### src/rtl/ext_stage.sv
// rtl/ext_stage.sv - registered immediate extender and branch-target stage
// Define EXT_STAGE_SKID_EN for a two-entry skid buffer with a registered in_ready.
module ext_stage #(
  parameter int DATA_W = 32,
  parameter int IMM_W  = 16,
  parameter int TAG_W  = 5
) (
  input  logic              clk,
  input  logic              reset,
  input  logic              flush,
  input  logic              in_valid,
  output logic              in_ready,
  input  logic [IMM_W-1:0]  imm,
  input  logic [DATA_W-1:0] pc_plus4,
  input  logic [1:0]        mode,
  input  logic [TAG_W-1:0]  tag_in,
  output logic              out_valid,
  input  logic              out_ready,
  output logic [DATA_W-1:0] ext_out,
  output logic [DATA_W-1:0] con_ba,
  output logic [TAG_W-1:0]  tag_out
);

  localparam int PAD_W = DATA_W - IMM_W;

  logic [DATA_W-1:0] sext, zext, uext, ext_new, ba_new;
  logic              accept, drain, capture;

  always_comb begin
    sext = {{PAD_W{imm[IMM_W-1]}}, imm};
    zext = {{PAD_W{1'b0}}, imm};
    uext = {imm, {PAD_W{1'b0}}};
    case (mode)
      2'b00:   ext_new = zext;
      2'b10:   ext_new = uext;
      default: ext_new = sext;
    endcase
    // Branch offset is always sign-extended, whatever the operand mode.
    ba_new = pc_plus4 + {sext[DATA_W-3:0], 2'b00};
  end

  assign accept  = in_valid && in_ready;
  assign drain   = out_valid && out_ready;
  assign capture = accept && !flush;

  logic              out_valid_q, out_valid_d;
  logic [DATA_W-1:0] ext_q, ext_d, ba_q, ba_d;
  logic [TAG_W-1:0]  tag_q, tag_d;

  assign out_valid = out_valid_q;
  assign ext_out   = ext_q;
  assign con_ba    = ba_q;
  assign tag_out   = tag_q;

`ifdef EXT_STAGE_SKID_EN
  typedef enum logic [1:0] {EMPTY, ONE, FULL} state_t;

  state_t            state_q, state_d;
  logic [DATA_W-1:0] sk_ext_q, sk_ext_d, sk_ba_q, sk_ba_d;
  logic [TAG_W-1:0]  sk_tag_q, sk_tag_d;

  // Depends only on state and reset, never on out_ready.
  assign in_ready = !reset && (state_q != FULL);

  always_comb begin
    state_d  = state_q;
    ext_d    = ext_q;
    ba_d     = ba_q;
    tag_d    = tag_q;
    sk_ext_d = sk_ext_q;
    sk_ba_d  = sk_ba_q;
    sk_tag_d = sk_tag_q;
    case (state_q)
      EMPTY: begin
        if (capture) begin
          ext_d   = ext_new;
          ba_d    = ba_new;
          tag_d   = tag_in;
          state_d = ONE;
        end
      end
      ONE: begin
        if (capture && drain) begin
          ext_d = ext_new;
          ba_d  = ba_new;
          tag_d = tag_in;
        end else if (capture) begin
          sk_ext_d = ext_new;
          sk_ba_d  = ba_new;
          sk_tag_d = tag_in;
          state_d  = FULL;
        end else if (drain) begin
          state_d = EMPTY;
        end
      end
      FULL: begin
        if (drain) begin
          ext_d   = sk_ext_q;
          ba_d    = sk_ba_q;
          tag_d   = sk_tag_q;
          state_d = ONE;
        end
      end
      default: state_d = EMPTY;
    endcase
    if (flush) state_d = EMPTY;
    out_valid_d = (state_d != EMPTY);
  end

  always_ff @(posedge clk) begin
    if (reset) begin
      state_q     <= EMPTY;
      out_valid_q <= 1'b0;
      ext_q       <= '0;
      ba_q        <= '0;
      tag_q       <= '0;
      sk_ext_q    <= '0;
      sk_ba_q     <= '0;
      sk_tag_q    <= '0;
    end else begin
      state_q     <= state_d;
      out_valid_q <= out_valid_d;
      ext_q       <= ext_d;
      ba_q        <= ba_d;
      tag_q       <= tag_d;
      sk_ext_q    <= sk_ext_d;
      sk_ba_q     <= sk_ba_d;
      sk_tag_q    <= sk_tag_d;
    end
  end
`else
  assign in_ready = !reset && (!out_valid_q || out_ready);

  always_comb begin
    ext_d       = ext_q;
    ba_d        = ba_q;
    tag_d       = tag_q;
    out_valid_d = out_valid_q;
    if (capture) begin
      ext_d       = ext_new;
      ba_d        = ba_new;
      tag_d       = tag_in;
      out_valid_d = 1'b1;
    end else if (drain) begin
      out_valid_d = 1'b0;
    end
    if (flush) out_valid_d = 1'b0;
  end

  always_ff @(posedge clk) begin
    if (reset) begin
      out_valid_q <= 1'b0;
      ext_q       <= '0;
      ba_q        <= '0;
      tag_q       <= '0;
    end else begin
      out_valid_q <= out_valid_d;
      ext_q       <= ext_d;
      ba_q        <= ba_d;
      tag_q       <= tag_d;
    end
  end
`endif

endmodule
### config.mk
export PLATFORM = sky130hd
export DESIGN_NAME = ext_stage
export DESIGN_NICKNAME = d
export VERILOG_FILES = /design/src/rtl/ext_stage.sv
export SDC_FILE = /design/constraint.sdc
export NUM_CORES = 1
export LEC_CHECK = 0
export ABC_AREA = 0
export CELL_PAD_IN_SITES_DETAIL_PLACEMENT = 1
export CELL_PAD_IN_SITES_GLOBAL_PLACEMENT = 2
export CORE_MARGIN = 2
export CORE_UTILIZATION = 26
export DETAILED_ROUTE_END_ITERATION = 12
export HOLD_SLACK_MARGIN = 0.15
export PLACE_DENSITY_LB_ADDON = 0.1
export SYNTH_ARGS = -nofsm -noshare
export SYNTH_HDL_FRONTEND = slang
export SYNTH_SLANG_ARGS = --single-unit
### constraint.sdc
create_clock -name clk -period 3.7 [get_ports clk]
set_input_delay 0.74 -clock clk [delete_from_list [all_inputs] [get_ports clk]]
set_output_delay 0.74 -clock clk [all_outputs]
set_load 0.03 [all_outputs]
==> results of run 1 <==
## power by group
group	leakage, nW	total [W]	internal, W	switching [W]
sequential	0.570	0.000815	0.000794	0.0000213
combinational	1.49	0.000652	0.000284	0.000367
clock	0.148	0.000883	0.000538	0.000345
total	2.21	0.00235	0.00162	0.000734
## layer usage
layer / vias up / part of all wire / GRT usage
li1: 2131 / - / -
met1: 2083 / 0.46 / 0.228
met2: 84 / 0.49 / 0.304
met3: 16 / 0.033 / 0.0273
met4: 0 / 0.018 / 0.0627
met5: - / 0 / 0
## final timing paths
kind         slack, ns  cells past startpoint    endpoint
min reg2reg       0.45                      2  ext_out[8]
min               0.45                      2  ext_out[8]
max               0.32                     11  con_ba[14]
max reg2reg       1.88                      4  con_ba[14]
## final cells by class
| type | count | area (µm²) | area share |
|---|---|---|---|
| Clock buffer | 10 | 239 | 0.0402 |
| Clock inverter | 6 | 61.3 | 0.0103 |
| Inverter | 7 | 26.3 | 0.00442 |
| Multi-Input combinational cell | 415 | 2510 | 0.423 |
| Sequential cell | 70 | 1400 | 0.236 |
| Tap cell | 211 | 264 | 0.0445 |
| Timing Repair Buffer | 147 | 1440 | 0.242 |
## critical path: stages
cell and delay (ns):
clkdlybuf4s50_1 0.51, ha_1 0.21, inv_1 0.07, fa_1 0.37, and2b_1 0.25, o2111a_1 0.29, nor4b_4 0.07, and2b_2 0.25
a21oi_1 0.08, or4b_2 0.61, a31oi_1 0.17
## stage by stage
stage,power [W],hold slack (ns)
6_report,0.00235,0.448
3_5_place_dp,0.00149,0.444
3_3_place_gp,0.00148,0.440
5_1_grt,0.00247,0.474
4_1_cts,0.00238,0.452
2_1_floorplan,0.00121,0.580
## cells in the mapped netlist, drive strengths merged, types with 7 or more instances
cell	number	share of area
a21o	7	0.013
nor3	22	0.027
xor2	12	0.026
nand2	71	0.066
dfxtp	70	0.34
ha	29	0.089
o21ai	28	0.035
nand3	24	0.030
a21oi	82	0.10
inv	7	0.0065
clkbuf	28	0.026
nand3b	12	0.022
xnor2	11	0.024
nor2	42	0.039
## cells by family (layout without fill, tap and decap cells)
group | count (synthesis) | after routing | synth area share
AND/OR/NAND/NOR | 203 | 203 | 0.241
AO/OA/AOI/OAI | 158 | 158 | 0.229
flip-flops | 70 | 70 | 0.345
buffers and inverters | 41 | 170 | 0.0397
adder cells (fa/ha/maj) | 30 | 30 | 0.0942
XOR/XNOR | 23 | 23 | 0.0495
multiplexers | 1 | 1 | 0.00246
## state kept, by name, summed over array words and instances, names as in the netlist
name	count
tag_out	5
con_ba	32
ext_out	32
out_valid	1
==> summary.md, run 1 <==
| Metric | Value |
|---|---|
| # DRC | `0` |
| Headroom to the max-slew limit | `0.475` |
| Worst VDD drop | `roughly 230 µV` |
| Netlist cell types | `56` |
| GRT Total Usage | `0.177` |
| Pre-CTS WS | `-0.0204 ns` |
| Gr ovfl total | `0` |
| Placed inst area | `about 5600 µm²` |
| R2r startpoint | `out_valid` |
| Hpwl dp | `about 11000 µm` |
| Syn. warnings | `0` |
| EDFF count, synth | `0` |
| Post-synthesis async set-or-reset flop share | `0` |
| Synth Area per Inst | `between 7 and 8 µm²` |
| Hold path start | `ext_out[8]` |
| Fin crit share | `0.912` |
| Hold buffers post-CTS | `0` |
| Crit-path max FO | `3` |
| Chip height | `around 130 µm` |
| Status | `complete, no violations` |
| Final Max Tran Viols | `0` |
| Crit path from | `imm[0]` |
| Fillers | `between 1.5k and 2k` |
| # Post-CTS Setup Buffers | `0` |
| Drt pass-1 iters | `4` |
| Post-Layout Cell Count | `slightly below 900` |
| Worst clock skew | `0.00808 ns` |
| Leading cell type in the layout, fill and taps excluded | `clkdlybuf4s50_1` |
| Commonest cells after routing, fill and taps aside | `clkdlybuf4s50_1 (129), a21oi_1 (82), nand2_1 (71)` |
| CP Capture Type | `flop` |
| Core box area | `15300 µm²` |
| Die W | `129 µm` |
| Hold Vio Cnt, Final | `0` |
| Global-route wire length before repair | `23300 µm` |
| Routability Congestion | `0.811` |
| Clk sinks | `70` |
| CTS tree | `done` |
| Crit path kind | `primary input to flop` |
| Synth Net Count | `roughly 620` |
| Hold WC Path Type | `flop to flop` |
| Dpl cells | `850` |
| CP Launch Type | `primary input` |
| Post-Synthesis Cells | `526` |
| Wire per inst | `~17 µm` |
| Pwr/cell area | `a little under 400 nW/µm²` |
| Site Rows | `45` |
| I/O Buffers | `130` |
| Worst skew pair latency | `roughly 0.33 ns` |
| Num ports | `roughly 130` |
| Vias in the first global route | `4436` |
| 1st-iter DRT viols | `between 100 and 150` |
| PostCTS Resize Cnt | `0` |
| Initial antenna violation count | `0` |
| WL final | `approximately 15000 µm` |
| Worst path arrival time | `between 3 and 4 ns` |
| Share of layout cells above drive strength 1 | `0.0687` |
| Final setup fails | `0` |
| Die area | `approximately 17000 µm²` |
| Fmax | `a little under 300 MHz` |
| Seq/Total Area, Yosys | `0.345` |
| Via-per-instance ratio | `about 5.0` |
| Max cap viols | `0` |
| Area delta synth->final | `46.0%` |
| Tightest Pin Transition | `~0.8 ns` |
| Max Buffers Root-to-Sink | `2` |
| Largest net degree at the start of global routing | `between 60 and 70` |
| Detail Route Antenna Nets | `0` |
| PnR worst setup slack | `around 0.32 ns` |
| Fin crit period | `~3.4 ns` |
| Nets | `between 700 and 800` |
| LEAKAGE | `between 2 and 2.5 nW` |
| Worst path required time | `between 3 and 4 ns` |
| FF+latch count, synth | `70` |
| Synthesized cell area | `between 4000 and 5000 µm²` |
| RSZ-0062 raised after global routing | `no` |
| TNS Setup | `0 ns` |
| ANT cells | `0` |
| CTS Root Cell | `clkbuf_16` |
| Ys flop type | `dfxtp_1` |
| CTS clk-pin slew, worst paths | `approximately 0.060 ns` |
| H-tree levels | `3` |
| Vias | `between 4k and 5k` |
| Final Instance Area | `around 6000 µm²` |
| Cts bufs inserted | `9` |
| Initial core utilization | `0.267` |
| Final core occ | `0.389` |
(Power assumes the default switching activity.)
==> inputs of run 2 (changes only) <==
- CORE_MARGIN: 2 -> 1
==> summary.md, run 2 (synthesized netlist as in run 1, its figures left out) <==
| Metric | Value |
|---|---|
| Status | `complete, no violations (unchanged)` |
| LEAKAGE | `2.22 nW (was 2.21 nW)` |
| Max Buffers Root-to-Sink | `2 (unchanged)` |
| Cell Chain, Critical Path | `clkdlybuf4s50_1 -> ha_1 -> inv_1 -> fa_1 -> and2b_1 -> o2111a_1 -> o311ai_0 -> a32oi_1 -> a21boi_0 -> xor2_1 -> o21ai_0 (was clkdlybuf4s50_1 -> ha_1 -> inv_1 -> fa_1 -> and2b_1 -> o2111a_1 -> nor4b_4 -> and2b_2 -> a21oi_1 -> or4b_2 -> a31oi_1)` |
| Slowest-stage cell, CP | `o311ai_0 (was or4b_2)` |
| ANT cells | `0 (unchanged)` |
| Core box area | `15300 µm² (unchanged)` |
| Via-per-instance ratio | `4.90 (was 4.98)` |
| Worst VDD drop | `213 µV (was 227 µV)` |
| Worst path required time | `3.93 ns (was 3.95 ns)` |
| WHS | `0.454 ns (was 0.448 ns)` |
| TNS Setup | `0 ns (unchanged)` |
| Tightest Pin Transition | `0.622 ns (was 0.788 ns)` |
| Fin crit share | `0.901 (was 0.912)` |
| CP Capture Type | `flop (unchanged)` |
| Crit-path max FO | `3 (unchanged)` |
| 1st-iter DRT viols | `162 (was 114)` |
| PostCTS Resize Cnt | `0 (unchanged)` |
| Final setup fails | `0 (unchanged)` |
| Worst path arrival time | `3.56 ns (was 3.63 ns)` |
| Cts bufs inserted | `9 (unchanged)` |
| Die W | `127 µm (was 129 µm)` |
| Chip height | `127 µm (was 129 µm)` |
| Site Rows | `45 (unchanged)` |
| Worst clock skew | `0.00385 ns (was 0.00808 ns)` |
| Top delay family on crit path | `compound AO/OA/AOI/OAI gates (was simple AND/OR/NAND/NOR gates)` |
| CTS clk-pin slew, worst paths | `0.06 ns (about the same)` |
| Pwr/cell area | `398 nW/µm² (was 396 nW/µm²)` |
| # DRC | `0 (unchanged)` |
| Initial core utilization | `0.267 (unchanged)` |
| Nets | `742 (was 740)` |
| CTS Root Cell | `clkbuf_16 (unchanged)` |
| Gr ovfl total | `0 (unchanged)` |
| Initial antenna violation count | `0 (unchanged)` |
| WL final | `14200 µm (was 14500 µm)` |
| Fmax | `300 MHz (was 296 MHz)` |
| # Post-CTS Setup Buffers | `0 (unchanged)` |
| Max incr delay on CP | `0.56 ns (was 0.61 ns)` |
| Clk sinks | `70 (unchanged)` |
| WP buf/inv | `2 (unchanged)` |
| Detail Route Antenna Nets | `0 (unchanged)` |
| Drt pass-1 iters | `4 (unchanged)` |
| I/O Buffers | `130 (unchanged)` |
| Share of layout cells above drive strength 1 | `0.0715 (was 0.0687)` |
| Area delta synth->final | `46.3% (was 46.0%)` |
| Routability Congestion | `0.818 (was 0.811)` |
| Pre-CTS WS | `0.0414 ns (was -0.0204 ns)` |
| Hold Vio Cnt, Final | `0 (unchanged)` |
| Hold WC Path Type | `flop to flop (unchanged)` |
| CP Launch Type | `primary input (unchanged)` |
| Headroom to the max-slew limit | `0.580 (was 0.475)` |
| H-tree levels | `3 (unchanged)` |
| Num ports | `131 (unchanged)` |
| Vias | `4250 (was 4314)` |
| Worst skew pair latency | `0.34 ns (was 0.33 ns)` |
| PnR worst setup slack | `0.366 ns (was 0.324 ns)` |
| Largest net degree at the start of global routing | `59 (was 64)` |
| Crit path kind | `primary input to flop (unchanged)` |
| Wire per inst | `16.3 µm (was 16.8 µm)` |
| Max cap viols | `0 (unchanged)` |
| Hold buffers post-CTS | `0 (unchanged)` |
| Final Max Tran Viols | `0 (unchanged)` |
| Die area | `16100 µm² (was 16700 µm²)` |
| Fin crit period | `3.33 ns (was 3.38 ns)` |
| Global-route wire length before repair | `22600 µm (was 23300 µm)` |
| GRT Total Usage | `0.180 (was 0.177)` |
| Vias in the first global route | `4376 (was 4436)` |
| Hpwl dp | `11100 µm (about the same)` |
| Commonest cells after routing, fill and taps aside | `clkdlybuf4s50_1 (129), a21oi_1 (82), nand2_1 (71) (unchanged)` |
| CTS tree | `done (unchanged)` |
| R2R setup slack | `1.76 ns (was 1.88 ns)` |
| Leading cell type in the layout, fill and taps excluded | `clkdlybuf4s50_1 (unchanged)` |
| RSZ-0062 raised after global routing | `no (unchanged)` |
run 2: area by class of cell:
cell class	count	area, µm²
Clock inverter	5	56.3
Multi-Input combinational cell	415	2510
Clock buffer	11	253
Fill cell	1815	9310
Sequential cell	70	1400
Timing Repair Buffer	149	1440
Inverter	7	26.3
Tap cell	211	264
run 2: report_power, final:
group,internal [W],total [W],switching [W]
sequential,0.000794,0.000814,0.0000199
clock,0.000558,0.000900,0.000341
combinational,0.000284,0.000652,0.000367
total,0.00164,0.00237,0.000729
run 2: final timing paths:
path,end,from,depth (start not counted)
min reg2reg,ext_out[6],ext_out[6],2
max reg2reg,ext_out[17],out_valid,5
min,ext_out[6],ext_out[6],2
max,con_ba[26],imm[0],11
run 2: stage by stage:
| step | cell area, µm² | power (W) | cells | util |
|---|---|---|---|---|
| 4_1_cts | 5950 | 0.00241 | 868 | 0.390 |
| 3_3_place_gp | 5640 | 0.00148 | 852 | 0.370 |
| 2_1_floorplan | 4070 | 0.00121 | 526 | - |
| 3_5_place_dp | 5640 | 0.00149 | 852 | 0.370 |
| 6_report | 5950 | 0.00237 | 868 | 0.390 |
| 5_1_grt | 5950 | 0.00250 | 868 | 0.390 |
run 2: tightest hold or removal path, stage by stage, from the launching register on:
cell and delay [ns]:
dfxtp_1 0.31, nand2_1 0.05, a21oi_1 0.05
run 2: per-layer routing:
| layer | GRT usage | routed length [µm] |
|---|---|---|
| met5 | 0 | 0 |
| met4 | 0.0609 | 181 |
| met3 | 0.0327 | 488 |
| met2 | 0.320 | 6970 |
| met1 | 0.218 | 6550 |
